File: src/rtl/seq_pattern_gen_if.sv
// Load handshake bundle for seq_pattern_gen.
// Master offers a pattern word; slave accepts on valid && ready.
interface seq_pattern_gen_if #(
   parameter int PAT_W = 8,
   parameter int LEN_W = 4,
   parameter int REP_W = 4
);
   logic             load_valid;
   logic             load_ready;
   logic [PAT_W-1:0] load_pattern;
   logic [LEN_W-1:0] load_len;
   logic [REP_W-1:0] load_reps;

   modport master (
      output load_valid,
      output load_pattern,
      output load_len,
      output load_reps,
      input  load_ready
   );

   modport slave (
      input  load_valid,
      input  load_pattern,
      input  load_len,
      input  load_reps,
      output load_ready
   );
endinterface

File: src/rtl/seq_pattern_gen.sv
// Serial pattern generator: loads a word, shifts its active
// window out MSB first, with stall, repeat and abort support.
module seq_pattern_gen #(
   parameter int   PAT_W      = 8,
   parameter int   LEN_W      = 4,
   parameter int   REP_W      = 4,
   parameter logic IDLE_LEVEL = 1'b0
) (
   input  logic            clk,
   input  logic            rst_n,
   seq_pattern_gen_if.slave load,
   input  logic            bit_en,
   input  logic            abort,
   output logic            c_out,
   output logic            c_valid,
   output logic            busy,
   output logic            done
);

   localparam int IDX_W = (PAT_W > 1) ? $clog2(PAT_W) : 1;

   typedef enum logic [1:0] {
      IDLE  = 2'd0,
      SHIFT = 2'd1,
      DONE  = 2'd2
   } state_t;

   state_t             r_state;
   logic [PAT_W-1:0]   r_pat;
   logic [IDX_W-1:0]   r_last;
   logic [IDX_W-1:0]   r_idx;
   logic [REP_W-1:0]   r_reps;
   logic               r_c_out;
   logic               r_c_valid;
   logic               r_busy;
   logic               r_done;
   logic               r_ready;

   state_t             w_state;
   logic [PAT_W-1:0]   w_pat;
   logic [IDX_W-1:0]   w_last;
   logic [IDX_W-1:0]   w_idx;
   logic [REP_W-1:0]   w_reps;
   logic               w_c_out;
   logic               w_c_valid;
   logic               w_busy;
   logic               w_done;
   logic               w_ready;

   logic               w_accept;
   logic [LEN_W-1:0]   w_ld_len;
   logic [IDX_W-1:0]   w_ld_last;
   logic [REP_W-1:0]   w_ld_reps;
   logic [IDX_W-1:0]   w_idx_dn;

   // Load qualification: clamp length, map reps==0 to one pass.
   always_comb begin
      w_accept = load.load_valid && r_ready && !abort;
      if (load.load_len > LEN_W'(PAT_W)) begin
         w_ld_len = LEN_W'(PAT_W);
      end else begin
         w_ld_len = load.load_len;
      end
      w_ld_last = IDX_W'(w_ld_len - LEN_W'(1));
      if (load.load_reps == '0) begin
         w_ld_reps = '0;
      end else begin
         w_ld_reps = load.load_reps - REP_W'(1);
      end
      w_idx_dn = r_idx - IDX_W'(1);
   end

   // Next-state and registered-output values.
   always_comb begin
      w_state   = r_state;
      w_pat     = r_pat;
      w_last    = r_last;
      w_idx     = r_idx;
      w_reps    = r_reps;
      w_c_out   = r_c_out;
      w_c_valid = r_c_valid;
      w_busy    = r_busy;
      w_done    = 1'b0;
      w_ready   = r_ready;

      unique case (r_state)
         IDLE: begin
            w_ready = 1'b1;
            if (w_accept) begin
               w_pat   = load.load_pattern;
               w_last  = w_ld_last;
               w_idx   = w_ld_last;
               w_reps  = w_ld_reps;
               w_ready = 1'b0;
               w_busy  = 1'b1;
               if (w_ld_len == '0) begin
                  w_state   = DONE;
                  w_done    = 1'b1;
                  w_c_valid = 1'b0;
                  w_c_out   = IDLE_LEVEL;
               end else begin
                  w_state   = SHIFT;
                  w_c_valid = 1'b1;
                  w_c_out   = load.load_pattern[w_ld_last];
               end
            end
         end

         SHIFT: begin
            if (abort) begin
               w_state   = IDLE;
               w_c_valid = 1'b0;
               w_c_out   = IDLE_LEVEL;
               w_busy    = 1'b0;
               w_ready   = 1'b1;
            end else if (bit_en) begin
               if (r_idx != '0) begin
                  w_idx   = w_idx_dn;
                  w_c_out = r_pat[w_idx_dn];
               end else if (r_reps != '0) begin
                  w_idx   = r_last;
                  w_reps  = r_reps - REP_W'(1);
                  w_c_out = r_pat[r_last];
               end else begin
                  w_state   = DONE;
                  w_done    = 1'b1;
                  w_c_valid = 1'b0;
                  w_c_out   = IDLE_LEVEL;
               end
            end
         end

         DONE: begin
            w_state   = IDLE;
            w_c_valid = 1'b0;
            w_c_out   = IDLE_LEVEL;
            w_busy    = 1'b0;
            w_ready   = 1'b1;
         end

         default: begin
            w_state   = IDLE;
            w_c_valid = 1'b0;
            w_c_out   = IDLE_LEVEL;
            w_busy    = 1'b0;
            w_ready   = 1'b1;
         end
      endcase
   end

   // State and output registers, cleared asynchronously.
   always_ff @(posedge clk or negedge rst_n) begin
      if (!rst_n) begin
         r_state   <= IDLE;
         r_pat     <= '0;
         r_last    <= '0;
         r_idx     <= '0;
         r_reps    <= '0;
         r_c_out   <= IDLE_LEVEL;
         r_c_valid <= 1'b0;
         r_busy    <= 1'b0;
         r_done    <= 1'b0;
         r_ready   <= 1'b1;
      end else begin
         r_state   <= w_state;
         r_pat     <= w_pat;
         r_last    <= w_last;
         r_idx     <= w_idx;
         r_reps    <= w_reps;
         r_c_out   <= w_c_out;
         r_c_valid <= w_c_valid;
         r_busy    <= w_busy;
         r_done    <= w_done;
         r_ready   <= w_ready;
      end
   end

   assign load.load_ready = r_ready;
   assign c_out           = r_c_out;
   assign c_valid         = r_c_valid;
   assign busy            = r_busy;
   assign done            = r_done;

endmodule

File: src/flat_wrapper.sv
// flat-port wrapper written by rule: the top's interface ports become plain ports
module seq_pattern_gen_flat 
#(
   parameter int   PAT_W      = 8,
   parameter int   LEN_W      = 4,
   parameter int   REP_W      = 4,
   parameter logic IDLE_LEVEL = 1'b0
)
  (clk, rst_n, bit_en, abort, c_out, c_valid, busy, done, load_load_valid, load_load_pattern, load_load_len, load_load_reps, load_load_ready);
  seq_pattern_gen_if #(.PAT_W(PAT_W), .LEN_W(LEN_W), .REP_W(REP_W)) load_i ();
  input  logic clk;
  input  logic rst_n;
  input  logic bit_en;
  input  logic abort;
  output logic c_out;
  output logic c_valid;
  output logic busy;
  output logic done;
  input wire logic [$bits(load_i.load_valid)-1:0] load_load_valid;
  input wire logic [$bits(load_i.load_pattern)-1:0] load_load_pattern;
  input wire logic [$bits(load_i.load_len)-1:0] load_load_len;
  input wire logic [$bits(load_i.load_reps)-1:0] load_load_reps;
  output wire logic [$bits(load_i.load_ready)-1:0] load_load_ready;
  assign load_i.load_valid = load_load_valid;
  assign load_i.load_pattern = load_load_pattern;
  assign load_i.load_len = load_load_len;
  assign load_i.load_reps = load_load_reps;
  assign load_load_ready = load_i.load_ready;
  seq_pattern_gen #(.PAT_W(PAT_W), .LEN_W(LEN_W), .REP_W(REP_W), .IDLE_LEVEL(IDLE_LEVEL)) u_core (.clk(clk), .rst_n(rst_n), .load(load_i), .bit_en(bit_en), .abort(abort), .c_out(c_out), .c_valid(c_valid), .busy(busy), .done(done));
endmodule
File: config.mk
export PLATFORM = sky130hd
export DESIGN_NAME = seq_pattern_gen_flat
export DESIGN_NICKNAME = d
export VERILOG_FILES = /design/src/rtl/seq_pattern_gen_if.sv /design/src/rtl/seq_pattern_gen.sv /design/src/flat_wrapper.sv
export SDC_FILE = /design/constraint.sdc
export NUM_CORES = 1
export LEC_CHECK = 0
export CAP_MARGIN = 20
export CORE_MARGIN = 2
export CORE_UTILIZATION = 55
export CTS_CLUSTER_SIZE = 8
export DETAILED_ROUTE_END_ITERATION = 8
export GPL_TIMING_DRIVEN = 0
export PLACE_DENSITY = 0.81
export SYNTH_ARGS = -nofsm -noshare
export SYNTH_HDL_FRONTEND = slang
export SYNTH_SLANG_ARGS = --single-unit
File: constraint.sdc
create_clock -name clk -period 5.3 [get_ports clk]
set_input_delay 0.53 -clock clk [delete_from_list [all_inputs] [get_ports clk]]
set_output_delay 0.53 -clock clk [all_outputs]
set_load 0.05 [all_outputs]
# Word-level counts from Yosys, hierarchy flattened
# Cells that the tools add are included.
# Widths: inputs -> output; s select.
[totals]
ff_bits = 25
word_cells = 98
[classes]
n_mux = 54
n_lt_le_gt_ge = 4
n_reduce_logical = 15
n_addsub = 4
n_eq_ne = 11
[ops]
columns = ["operator", "count"]
rows = [
  ["$mux 4", 7],
  ["$mux 1", 25],
  ["$mux 3", 5],
  ["$lt 3x4->1 const B", 3],
  ["$mux 2", 6],
  ["$pmux 1 s2", 5],
  ["$bmux 1 s3", 3],
  ["$ne 3x3->1 const B", 3],
  ["$logic_not 4->1", 2],
  ["$ne 2x2->1 const B", 4],
  ["$pmux 4 s2", 1],
  ["$sub 4x1->4 const B", 2],
  ["$pmux 3 s2", 1],
  ["$reduce_and 2->1", 3],
  ["$reduce_and 6->1", 1],
  ["$sub 3x1->3 const B", 2],
  ["$reduce_and 5->1", 1],
  ["$gt 4x4->1 const B", 1],
  ["$ne 2x1->1 const B", 2],
  ["$pmux 2 s2", 1],
  ["$reduce_and 4->1", 1],
  ["$reduce_bool 4->1", 1],
  ["$ne 3x1->1 const B", 1],
  ["$reduce_bool 3->1", 1],
  ["5 further kinds", 6],
]

# Longest topological paths before layout
# Gate-level depths: netlist (run 1).
[logic_depth]
word_depth = 8
ltp_mapped = 8
mapped_depth_nobuf = 7

# Worst setup path before layout (run 1)
# OpenSTA, ideal clock, no wires.
[synth_timing]
path_kind = "input-to-reg"
from = "in load_load_len[3]"
to = "reg u_core.r_c_out, in the netlist u_core.c_out"
arrival_time_ns = 2.089
stages = 7
path_slack_ns = 3.085
path_buffers = 1
path_cell_list = "nand2b_4 > buf_6 > ha_1 > xnor2_1 > mux4_1 > mux2_2 > a221o_1"
[synth_via]
elab_chain_len = 8
elab_cells_between_ends = 9
[synth_lines]
columns = ["item", "line_no", "rtl"]
rows = [
  ["start: declaration", "flat_wrapper.sv:21", "input wire logic [$bits(load_i.load_len)-1:0] load_load_len;"],
  ["$gt 4x4->1", "seq_pattern_gen.sv:59", "if (load.load_len > LEN_W'(PAT_W)) begin"],
  ["$mux 4", "seq_pattern_gen.sv:59", ""],
  ["$sub 3x1->3", "seq_pattern_gen.sv:64", "w_ld_last = IDX_W'(w_ld_len - LEN_W'(1));"],
  ["named net u_core.w_ld_last[0]", "seq_pattern_gen.sv:52", "logic [IDX_W-1:0] w_ld_last;"],
  ["$bmux 1 s3", "seq_pattern_gen.sv:104", "w_c_out = load.load_pattern[w_ld_last];"],
  ["$mux 1 (implied by the code)", "seq_pattern_gen.sv:104", ""],
  ["$mux 1", "seq_pattern_gen.sv:96", "if (w_ld_len == '0) begin"],
  ["$mux 1", "seq_pattern_gen.sv:89", "if (w_accept) begin"],
  ["$pmux 1 s2", "seq_pattern_gen.sv:86", "unique case (r_state)"],
  ["end signal: assignment", "seq_pattern_gen.sv:170", "r_c_out <= w_c_out;"],
  ["end: declaration", "seq_pattern_gen.sv:33", "logic r_c_out;"],
]
# The timed path passes the listed nets, and every way through them passes these cells. The select of a mux whose other input is x is not followed.
# A chain may end at the register's enable or synchronous reset.

# Final worst setup path (run 1)
# Same ends and word-level chain as after synthesis.

==> results.yml, run 1 <==
critical_path:
  required_ns: 5.51
  path_delay_family: "multiplexers"
  reg2reg_depth: 7
  path_depth: 8
  start_kind: "primary input"
  max_stage_delay_ns: 0.44
  path_cells: "clkdlybuf4s50_1, nand2b_4, buf_6, ha_1, xnor2_1, mux4_1, mux2_2, a221o_1"
  worstPathMaxFanout: 5
  cp_slowest_cell: "clkdlybuf4s50_1"
  crit_type: "primary input to register"
  arrival_ns: 2.80
  worst-path-buf-inv: 2
  critPathCaptureType: "register"
route:
  drc: 0
  firstDrtPassIters: 7
  route.vias.total: 1303
  vias_per_cell: 6.234
  routed_wl_mm: 3.458
  wl_per_cell_um: 16.55
  ant_nets: 0
  drt_iter0_drc: 71
timing:
  hold_slack_ns: 0.5058
  final-setup-viol-count: 0
  finClkSkew_ns: 0.004770
  relSlewSlack_pct: 60.59
  max_clock_freq_ghz: 0.3870
  finalMaxSlewViolations: 0
  finalHoldViolations: 0
  post-route-min-period_ns: 2.584
  finalSetupTns_ns: 0
  rsz0062_at_grt: "no"
  tightestPinTransition_ns: 0.5872
  fin_crit_sh_pct: 48.75
cts:
  hold_buffers: 0
  cts_made_buffers: 3
  cts_buffer_depth: 2
  cts.sinks: 25
  clkTransAtPathRegs_ns: 0.13
  cts_root_buffer: "clkbuf_4"
  htree_levels: 1
  cts_setup_buffers: 0
  cts_resized: 0
  cts_tree: "yes"
  clkLatencyLatePin_ns: 0.31
floorplan:
  dieHeight_um: 57.20
  rows: 19
  start_util_pct: 57.43
  core_area_mm2: 0.002710
  die_area_mm2: 0.003271
  io_pins: 26
  die_x_um: 57.20
layout:
  fin_nets: 205
  syn2layout_area_growth_pct: 21.22
  layout-drive-gt1-share_pct: 7.865
  diodes: 0
  nFillCells: 215
  fin_util_pct: 69.62
pwr:
  power_density_mw_per_mm2: 475.3
  p_leak_uw: 0.0007798
  ir_worst_vdd_v: 0.0003679
run_status:
  status: "finished, final reports clean"
global_routing:
  grtUsageMet3_pct: 2.948
  use_met2_pct: 40.39
  overflow: 0
  antenna_found_initial: 0
  grt_pass1_vias: 1234
  grt_use_total_pct: 23.48
  met1_usage_pct: 30.31
  grt_pass1_wl_mm: 5.802
  grt-busiest-layer: "met2"
  grt_max_degree: 26
place:
  numPortBuffers: 25
  gp_congestion: 0.8585
  hpwl_mm: 2.679
min_path:
  hp-class: "register to register"
  min_path_cells: 1
synth:
  synthCells: 148
  ys_types: 52
  syn_nets: 174
  synth_warnings: 0
  synth_ff_type: "dfrtp_1"
  ys_async_sr_fraction_pct: 100.0
  synth_area_mm2: 0.001556
  synth-seq-area-share_pct: 40.27
  synth-edff-count: 0
  synth_seq_cells: 25
  synth_area_per_cell_um2: 10.52
run:
  cap_violations: 0
==> state kept, by name (all words and copies together), names as in the netlist <==
name	flops
u_core.r_pat	8
u_core.r_reps	4
u_core.r_idx	3
u_core.r_last	3
u_core.r_state	2
u_core.busy	1
u_core.c_out	1
u_core.c_valid	1
u_core.done	1
u_core.load.load_ready	1
==> Yosys cell counts (all sizes together), types with 2 or more instances <==
cell	count	area, um2
dfrtp	24	600.6
mux2	10	112.6
nand2	10	37.54
a21oi	9	48.80
nor2	9	33.78
inv	7	26.27
nand2b	7	51.30
o21ai	6	30.03
a211oi	5	37.54
ha	5	62.56
mux4	5	120.1
nor3	5	25.02
a21o	3	22.52
clkbuf	3	11.26
mux2i	3	30.03
nor2b	3	18.77
a22oi	2	15.01
buf	2	16.26
o21bai	2	15.01
o32ai	2	17.52
or3	2	12.51
==> cells in the final DEF, fill, tap and decap left out, drive strengths merged, types with 2 or more instances in the layout <==
| cell | instances |
|---|---|
| or3 | 2 |
| clkdlybuf4s50 | 25 |
| nand2 | 10 |
| mux4 | 5 |
| a211oi | 5 |
| nor2 | 9 |
| a22oi | 2 |
| clkbuf | 7 |
| a21oi | 9 |
| ha | 5 |
| mux2i | 3 |
| nor2b | 3 |
| buf | 3 |
| o21bai | 2 |
| nor3 | 5 |
| inv | 7 |
| a21o | 3 |
| o32ai | 2 |
| nand2b | 7 |
| mux2 | 10 |
| dfrtp | 24 |
| o21ai | 6 |
==> worst register-to-register path: cells and delay by family, from the launching register on <==
family	cells	cell delay [ns]
AND/OR/NAND/NOR	1	0.32
AO/OA/AOI/OAI	3	0.54
buffers and inverters	1	0.12
flip-flops	1	0.49
adder cells (fa/ha/maj)	1	0.38
multiplexers	1	0.55
==> through the flow <==
stage	power, uW	std cells	area [um2]	setup WS [ns]
2_1_floorplan	682.5	148	1556	3.085
3_3_place_gp	791.3	204	1846	2.397
3_5_place_dp	814.3	204	1846	2.388
4_1_cts	898.8	208	1872	2.724
5_1_grt	970.2	209	1887	2.613
6_report	896.8	209	1887	2.716
==> per-layer routing <==
layer | part of all wire [%] | up-vias
li1 | - | 623
met1 | 44 | 633
met2 | 50 | 37
met3 | 3.8 | 10
met4 | 1.9 | 0
met5 | 0 | -
==> final timing paths <==
kind | startpoint | to | slack, ns
setup / recovery | load_load_len[3] | u_core.c_out | 2.72
hold / removal | u_core.c_valid | u_core.c_valid | 0.51
setup reg to reg | u_core.r_idx[0] | u_core.c_out | 2.80
hold reg to reg | u_core.c_valid | u_core.c_valid | 0.51
max in group asynchronous | rst_n | u_core.load.load_ready | 4.19
min in group asynchronous | rst_n | u_core.r_reps[0] | 0.55
==> area by class of cell <==
cell class / instances / area, um2 / area share [%]
repair buffers: 26 / 265.3 / 14.06
multi-input cells: 111 / 875.8 / 46.42
flip-flops and latches: 25 / 626.9 / 33.22
well taps: 31 / 38.79 / 2.056
inverters: 7 / 26.28 / 1.393
plain buffers: 5 / 27.53 / 1.459
clock buffers: 4 / 26.28 / 1.393
==> report_power, final <==
| part | internal (uW) | switching, uW | total (uW) |
|---|---|---|---|
| registers | 274 | 81.7 | 356 |
| clock network | 29.4 | 55.1 | 84.5 |
| logic | 223 | 234 | 457 |
| total | 526 | 370 | 897 |
==> cell families (layout without fill, tap and decap cells) <==
logic type / after synthesis / in the layout / synth area share, %
and+or+nand+nor: 44 / 44 / 15.27
AOI/OAI and AO/OA: 43 / 43 / 19.54
DFF: 25 / 25 / 40.27
muxes: 18 / 18 / 16.88
buffers and inverters: 12 / 42 / 3.456
adders and majority gates: 5 / 5 / 4.019
xor gates and xnor gates: 1 / 1 / 0.5628
Power figures use the tool's default switching activity.
==> run 2, diff against run 1 <==
Settings changed: CORE_UTILIZATION 55 to 53, PLACE_DENSITY 0.81 to 0.79.
Clock period 5.3 ns to 2.5 ns, I/O delays scaled along.
==> results.yml, run 2 (same netlist as run 1, synthesis figures left out) <==
layout:
  fin_cells: 210
  largest_reg_flops: 8
  nFillCells: 242
  fin_nets: 206
  reg_top3: "u_core.r_pat: 8 flops, u_core.r_reps: 4 flops"
  syn2layout_area_growth_pct: 21.78
  top_register: "u_core.r_pat"
  final_cell_mix: "25 x clkdlybuf4s50_1, 23 x dfrtp_1, 10 x nand2_1, 9 x nor2_1, 9 x mux2_1"
  final_cell_area_mm2: 0.001896
  final_common_cell: "clkdlybuf4s50_1"
  layout-drive-gt1-share_pct: 8.939
  diodes: 0
cts:
  clkTransAtPathRegs_ns: 0.13
  cts_root_buffer: "clkbuf_4"
  cts_made_buffers: 3
  htree_levels: 1
  cts_buffer_depth: 2
  clkLatencyLatePin_ns: 0.32
  cts_tree: "yes"
  cts.sinks: 25
pwr:
  seqPwrFrac_pct: 38.8
  switching_power_uw: 790.5
  p_leak_uw: 0.0007837
  p_int_uw: 1124
  swShare_pct: 41.28
  power_density_mw_per_mm2: 1010
  total_power_uw: 1915
  clkPwrFrac_pct: 9.4
  ir_worst_vdd_v: 0.0009029
  combPwrFrac_pct: 51.8
timing:
  max_clock_freq_ghz: 0.4225
  layout_setup_ws_ns: 0.1329
  final-setup-viol-count: 0
  fin_crit_sh_pct: 94.68
  relSlewSlack_pct: 62.27
  post-route-min-period_ns: 2.367
  finalHoldViolations: 0
  finalSetupTns_ns: 0
  rsz0062_at_grt: "no"
  finalMaxSlewViolations: 0
  tightestPinTransition_ns: 0.5622
  finClkSkew_ns: 0.004474
floorplan:
  core_area_mm2: 0.002781
  start_util_pct: 55.96
  dieHeight_um: 58.19
  die_area_mm2: 0.003386
  rows: 19
  io_pins: 26
  die_x_um: 58.19
critical_path:
  start_kind: "primary input"
  crit_type: "primary input to register"
  worstPathMaxFanout: 5
  critPathCaptureType: "register"
  required_ns: 2.72
  arrival_ns: 2.59
global_routing:
  overflow: 0
  antenna_found_initial: 0
  grt_pass1_wl_mm: 5.878
  grt_pass1_vias: 1329
  grt_max_degree: 26
  grt_use_total_pct: 22.90
place:
  placed_cells_incl_taps: 204
  post-place-ws_ns: -0.1795
  numPortBuffers: 25
  gp_congestion: 0.8225
  place_area_mm2: 0.001846
  hpwl_mm: 2.710
run:
  cap_violations: 0
min_path:
  hp-class: "primary input to async pin"
route:
  wl_per_cell_um: 16.53
  drt_iter0_drc: 80
  vias_per_cell: 6.210
  routed_wl_mm: 3.471
  drc: 0
  route.vias.total: 1304
  ant_nets: 0
  firstDrtPassIters: 5
run_status:
  status: "finished, final reports clean"
run 2: changes by cell type in the layout (fill, tap and decap cells not counted), sizes merged:
cell / before / now
buf: 3 / 4
run 2: path summary, 6_finish.rpt:
check                                 startpoint                     end  slack (ns)  cells past startpoint
worst min-delay path                       rst_n         u_core.r_pat[3]        0.27                      1
min in group clk                  u_core.c_valid          u_core.c_valid        0.49                      1
max in group asynchronous                  rst_n  u_core.load.load_ready        1.67                      2
worst max register to register   u_core.r_idx[0]            u_core.c_out        0.21                      7
worst min register to register    u_core.c_valid          u_core.c_valid        0.49                      1
worst max-delay path            load_load_len[3]            u_core.c_out        0.13                      8
run 2: final cells by class:
class	count	area, um2	area share (%)
Timing Repair Buffer	27	272.8	14.39
Clock buffer	4	26.28	1.386
Inverter	7	26.28	1.386
Multi-Input combinational cell	111	875.8	46.20
Tap cell	31	38.79	2.046
Buffer	5	27.53	1.452
Sequential cell	25	628.1	33.14
run 2: routing by layer:
layer	part of all wire [%]	vias to the layer above	GRT usage, %
met1	41	642	26.87
li1	-	619	-
met2	53	38	41.40
met5	0	-	0
met3	4.2	5	3.795
met4	1.2	0	9.302
run 2: per-stage QoR:
step	hold slack (ns)	util (%)
after floorplan	-0.04559	-
after global placement	0.4646	66.35
after detailed placement	0.4649	66.35
after CTS	0.4958	67.30
after global routing	0.2905	68.15
final	0.2659	68.15
run 2: repair_timing:
action	in CTS	in global routing
endpoints found under the setup margin	0	1
buffers inserted	0	1
endpoints found under the hold margin	0	0
hold buffers	0	0
resized for setup	0	1
run 2: worst max-delay path, cell delays in order:
cell and delay [ns]:
clkdlybuf4s50_1 0.45, nand2b_4 0.16, buf_6 0.12, ha_1 0.23
xnor2_1 0.44, mux4_1 0.37, mux2_2 0.28, a221o_1 0.29
run 2: power groups by stage:
stage / Combinational [uW] / Clock (uW) / Sequential (uW)
6_report: 991 / 181 / 743
5_1_grt: 1090 / 207 / 762
4_1_cts: 971 / 188 / 745
3_5_place_dp: 967 / 0 / 754
3_3_place_gp: 924 / 0 / 742
2_1_floorplan: 658 / 0 / 789
==> patch 1: new RTL, config.mk and constraints of run 2 <==
`LEN_W` is set to 4 in 3 places; all go to 2.
--- a/src/rtl/seq_pattern_gen_if.sv
+++ b/src/rtl/seq_pattern_gen_if.sv
@@ -2,7 +2,7 @@
 // Master offers a pattern word; slave accepts on valid && ready.
 interface seq_pattern_gen_if #(
    parameter int PAT_W = 8,
-   parameter int LEN_W = 4,
+   parameter int LEN_W = 2,
    parameter int REP_W = 4
 );
    logic             load_valid;
--- a/src/rtl/seq_pattern_gen.sv
+++ b/src/rtl/seq_pattern_gen.sv
@@ -2,7 +2,7 @@
 // window out MSB first, with stall, repeat and abort support.
 module seq_pattern_gen #(
    parameter int   PAT_W      = 8,
-   parameter int   LEN_W      = 4,
+   parameter int   LEN_W      = 2,
    parameter int   REP_W      = 4,
    parameter logic IDLE_LEVEL = 1'b0
 ) (
--- a/src/flat_wrapper.sv
+++ b/src/flat_wrapper.sv
@@ -2,7 +2,7 @@
 module seq_pattern_gen_flat 
 #(
    parameter int   PAT_W      = 8,
-   parameter int   LEN_W      = 4,
+   parameter int   LEN_W      = 2,
    parameter int   REP_W      = 4,
    parameter logic IDLE_LEVEL = 1'b0
 )
Interface: changed (resized load_load_len); port bits go from 26 to 24. No check against the original RTL was run, so the function may have changed too.
==> patch 1 against run 2 <==
- combinational power decreased by 36%
- worst setup slack improved by 0.33 ns
- total power fell by 25%
- clock skew up 0.0031 ns
- wire length shrank 5.8%
- sequential power fell by 17%
- sequential cell count unchanged
- area after synthesis is 0.80% lower
- design area decreased by 3.0%
- critical path type is now flip-flop to flip-flop
- critical endpoint is now u_core.r_idx[1]
- largest cell class unchanged
==> patch 1: results (changes against run 2) <==
** Run status
- Outcome :: finished clean (unchanged)

** Timing
- The final clock skew is 0.00756 ns (was 0.00447 ns).
- The transition time at the pin with the least slew margin was 0.606 ns (was 0.562 ns).

** Placed design
- The number of placed cells counting well taps is 197 (was 204).
- Area after detailed placement :: 1800 sq um (was 1850 sq um)
- Last weighted congestion value of the routability-driven placer :: 0.882 (was 0.823)
- Number of port buffers :: 21 (was 25)
- The worst-case setup slack after placement is 0.524 ns (was -0.180 ns).
- Final HPWL DP :: 2.49 mm (was 2.71 mm)

** Worst setup path
- The kind of cell adding the most delay to the critical path is simple AND/OR/NAND/NOR gates (was multiplexers).
- Register-to-Register Path Depth :: 6 (was 7)
- The critical path arrival was 2.27 ns (was 2.59 ns).
- The longest individual stage delay on the worst path was 0.48 ns (was 0.45 ns).
- Critical path's slowest cell :: sky130_fd_sc_hd__dfrtp_1 (was sky130_fd_sc_hd__clkdlybuf4s50_1)
- The worst-path maximum fanout is 7 (was 5).

** Route
- The total number of vias came to 1,260 (was 1,304).
- The via-per-instance ratio was 6.24 (was 6.21).
- The initial DRC count was 114 (was 80).
- The total iterations of the first detailed-routing run was 4 (was 5).
- Wire length per cell :: 16.2 um (was 16.5 um)

** Logic synthesis
- Post-synthesis cell count :: 144 (was 148)
- The count of unique library cells instantiated by Yosys was 53 (was 52).
- Ranking of synthesized cells by area :: sky130_fd_sc_hd__dfrtp_1 39%, sky130_fd_sc_hd__mux2_2 5.1%, sky130_fd_sc_hd__mux2i_1 4.5%, sky130_fd_sc_hd__mux4_2 4.4%, sky130_fd_sc_hd__ha_1 4.1% (was sky130_fd_sc_hd__dfrtp_1 39%, sky130_fd_sc_hd__mux2_1 6.5%, sky130_fd_sc_hd__mux4_2 4.3%, sky130_fd_sc_hd__ha_1 4.0%, sky130_fd_sc_hd__mux4_1 3.4%)

** Pwr
- Total leakage power :: 0.000796 uW (was 0.000784 uW)
- Worst supply voltage drop on vdd :: 0.000516 V (was 0.000903 V)

** Global route
- First-pass GRT wire length :: 5.59 mm (was 5.88 mm)
- The via count of the first global-routing pass was 1,175 (was 1,329).
- Overall track demand over capacity in global routing :: 0.215 (was 0.229)

** Cells and area
- Fraction of layout instances using a drive strength above 1 :: 0.158 (was 0.0894)
- The number of fill cells in the layout is 217 (was 242).
- The total inserted antenna cells is 0 (unchanged).

** Clock tree
- Clock-pin slew was measured on the worst setup and hold paths at roughly 0.14 ns.
- Number of buffers inserted by post-CTS setup repair :: 0 (unchanged)
==> patch 1: final timing paths <==
| kind | slack, ns | to | startpoint |
|---|---|---|---|
| min in group clk | 0.50 | u_core.r_pat[7] | load_load_pattern[7] |
| worst min-delay path | 0.29 | u_core.r_reps[3] | rst_n |
| worst max-delay path | 0.46 | u_core.r_idx[1] | u_core.r_idx[0] |
| worst min register to register | 0.53 | u_core.r_idx[1] | u_core.r_idx[1] |
| worst max register to register | 0.46 | u_core.r_idx[1] | u_core.r_idx[0] |
| max in group asynchronous | 1.72 | u_core.r_last[0] | rst_n |
==> patch 1: kinds of logic after synthesis <==
kind of cell	share of synthesized area
AND/OR/NAND/NOR	0.176
buffers and inverters	0.0373
flip-flops	0.406
AO/OA/AOI/OAI	0.177
XOR/XNOR	0.00567
other	0.00243
adder cells (fa/ha/maj)	0.0405
multiplexers	0.155
==> patch 1: final cells by class <==
cell class / count / area (sq um) / share of cell area
well taps: 31 / 38.8 / 0.0211
repair buffers: 22 / 225 / 0.122
flip-flops and latches: 25 / 627 / 0.341
plain buffers: 3 / 23.8 / 0.0129
inverters: 9 / 33.8 / 0.0184
clock buffers: 3 / 22.5 / 0.0122
multi-input cells: 108 / 863 / 0.469
clock inverters: 1 / 5.00 / 0.00272
==> patch 1: power breakdown <==
part / leakage, uW / switching (uW) / internal, uW
clock: 0.0000177 / 121 / 60.1
sequential: 0.000299 / 105 / 513
combinational: 0.000479 / 322 / 312
total: 0.000796 / 548 / 885
==> patch 1: per-layer routing <==
metal	routed length, um	part of all wire	global-route usage
met5	0	0	0
met4	75	0.023	0.0864
met3	118	0.036	0.0223
met2	1630	0.50	0.338
met1	1440	0.44	0.308
==> patch 2: new RTL, flow settings as in run 2 <==
Without the edit above. The 3 states of `state_t` get a one-hot encoding in 3 bits.
--- a/src/rtl/seq_pattern_gen.sv
+++ b/src/rtl/seq_pattern_gen.sv
@@ -19,10 +19,10 @@
 
    localparam int IDX_W = (PAT_W > 1) ? $clog2(PAT_W) : 1;
 
-   typedef enum logic [1:0] {
-      IDLE  = 2'd0,
-      SHIFT = 2'd1,
-      DONE  = 2'd2
+   typedef enum logic [2:0] {
+      IDLE  = 3'b001,
+      SHIFT = 3'b010,
+      DONE  = 3'b100
    } state_t;
 
    state_t             r_state;
Behaviour: same outputs for any inputs over 10 cycles, from zero or initial values and one cycle with rst_n low; not proved beyond that.
==> patch 2 against run 2 <==
- worst setup slack improved by 0.072 ns
- area after synthesis rose by 6.1%
- wire length rose by 5.7%
- design area rose by 5.9%
- global-route usage fell by 0.15 points
- total power rose by 5.4%
- sequential cell count rose by 1
- synthesized cell count rose by 18%
==> patch 2: results (changes against run 2) <==
** Logic synthesis
- Synth top cells by count: 35 x sky130_fd_sc_hd__nand2_1, 24 x sky130_fd_sc_hd__dfrtp_1, 17 x sky130_fd_sc_hd__nor2_1 (was 24 x sky130_fd_sc_hd__dfrtp_1, 10 x sky130_fd_sc_hd__nand2_1, 9 x sky130_fd_sc_hd__mux2_1, 9 x sky130_fd_sc_hd__nor2_1, 8 x sky130_fd_sc_hd__a21oi_1).
- Post-synthesis compound-gate area fraction :: 0.141 (was 0.195)
- The total nets after synthesis came to 200 (was 174).
- The count of unique library cells instantiated by Yosys was 43 (was 52).
- Ranking of synthesized cells by area :: sky130_fd_sc_hd__dfrtp_1 36%, sky130_fd_sc_hd__nand2_1 8.0%, sky130_fd_sc_hd__mux4_2 6.8%, sky130_fd_sc_hd__mux4_1 4.8%, sky130_fd_sc_hd__nor2_1 3.9% (was sky130_fd_sc_hd__dfrtp_1 39%, sky130_fd_sc_hd__mux2_1 6.5%, sky130_fd_sc_hd__mux4_2 4.3%, sky130_fd_sc_hd__ha_1 4.0%, sky130_fd_sc_hd__mux4_1 3.4%)
- The XOR/XNOR share of the synthesized area was 0.00530 (was 0.00563).
- Adder-cell share of the synthesized area :: 0.0379 (was 0.0402)
- The share of synthesized area occupied by flip-flops and latches came to 0.395 (was 0.403).

** Worst setup path
- The critical path arrival was 2.52 ns (was 2.59 ns).
- The longest individual stage delay on the worst path is 0.57 ns (was 0.45 ns).
- The capture instance of the worst register-to-register path is u_core.c_out (unchanged).
- The worst setup path startpoint is u_core.r_idx[0] (was load_load_len[3]).

** Route
- Routed via count :: 1,430 (was 1,304)
- The sum of met2 wire segment lengths after detailed routing was 1.84 mm (was 1.85 mm).
- Detailed-routing iteration count for the pre-antenna-repair pass :: 4 (was 5)
- The routed wire length was 3.67 mm (was 3.47 mm).
- Number of violations reported at the end of detailed-routing iteration 0 :: 79 (was 80)
- The detailed-route wire length on metal 1 came to 1.65 mm (was 1.44 mm).

** Global route
- Overall track demand over capacity in global routing :: 0.227 (was 0.229)
- The first-pass GRT wire length is 6.21 mm (was 5.88 mm).
- Largest net degree at the start of global routing :: 21 (was 26)

** Pwr
- Worst supply voltage drop on vdd :: 0.000566 V (was 0.000903 V)
- The standby leakage power came to 0.000883 uW (was 0.000784 uW).

** Placed design
- Last weighted congestion value of the routability-driven placer :: 0.874 (was 0.823)
- The instance area at placement was 1970 sq um (was 1850 sq um).
- Final HPWL DP :: 2.90 mm (was 2.71 mm)
- The worst-case setup slack after placement came to 0.175 ns (was -0.180 ns).

** Cells and area
- The fraction of layout cells with a size suffix above 1 is 0.103 (was 0.0894).
- The number of fill cells in the layout was 241 (was 242).
- Fin nets :: 231 (was 206)

** Clock tree
- Clock Latency Late Sink :: around 0.33 ns
- Reg clk slew, reported paths :: 0.15 ns (was 0.13 ns)

** Timing
- The worst-case hold slack was 0.219 ns (was 0.266 ns).
- The final clock skew was 0.00601 ns (was 0.00447 ns).
- Max-Slew Margin vs Limit :: 0.666 (was 0.623)

** Run status
- Outcome :: finished clean (unchanged)
-- patch 2: cell count changes in the layout (fill, tap and decap cells not counted), moves of 3 or more --
| cell | change |
|---|---|
| sky130_fd_sc_hd__mux2_1 | -9 |
| sky130_fd_sc_hd__nand3_1 | +3 |
| sky130_fd_sc_hd__o21ai_0 | +3 |
| sky130_fd_sc_hd__nor3_1 | +3 |
| sky130_fd_sc_hd__a211oi_1 | -3 |
| sky130_fd_sc_hd__nor2_1 | +8 |
| sky130_fd_sc_hd__nand2_1 | +25 |
-- patch 2: how the worst max path moves through the flow --
stage | depth (start not counted) | endpoint | slack (ns)
2_1_floorplan | 7 | u_core.c_out | 0.55
3_3_place_gp | 8 | u_core.c_out | 0.21
3_5_place_dp | 8 | u_core.c_out | 0.18
4_1_cts | 7 | u_core.c_out | 0.20
5_1_grt | 7 | u_core.c_out | 0.08
6_report | 7 | u_core.c_out | 0.21
-- patch 2: cell families (layout without fill, tap and decap cells) --
group / after synthesis / count (layout)
AOI/OAI and AO/OA: 34 / 34
xor gates and xnor gates: 1 / 1
adders and majority gates: 5 / 5
buffers and inverters: 11 / 41
DFF: 26 / 26
muxes: 14 / 14
and+or+nand+nor: 83 / 83
-- patch 2: metrics by stage --
| stage | instances | utilization |
|---|---|---|
| floorplan | 174 | - |
| global placement | 232 | 0.647 |
| detailed placement | 233 | 0.656 |
| CTS | 237 | 0.668 |
| global route | 237 | 0.668 |
| finish | 237 | 0.668 |
-- patch 2: worst max-delay path, delay by kind of cell (launching register included) --
| kind | cells | cell delay [ns] |
|---|---|---|
| mux | 1 | 0.57 |
| fa+ha+maj | 1 | 0.42 |
| flops | 1 | 0.41 |
| compound gates | 1 | 0.34 |
| simple gates | 3 | 0.32 |
| buf+inv | 1 | 0.12 |
-- patch 2: layout make-up --
class	count	share of cell area
clock buffers	4	0.0181
flip-flops and latches	26	0.325
well taps	33	0.0206
multi-input cells	137	0.476
plain buffers	4	0.00873
repair buffers	26	0.138
inverters	7	0.0131
-- patch 2: power groups by stage --
stage | Clock [uW] | Sequential (uW) | Combinational [uW]
detailed placement | 0 | 799 | 1010
global route | 242 | 816 | 1110
floorplan | 0 | 828 | 698
global placement | 0 | 783 | 963
CTS | 228 | 788 | 1010
finish | 222 | 787 | 1010
-- patch 2: metal layers --
layer  global-route usage  vias up
met3               0.0216        4
met2                0.394       30
met5                    0        -
li1                     -      698
met4               0.0635        0
met1                0.303      698
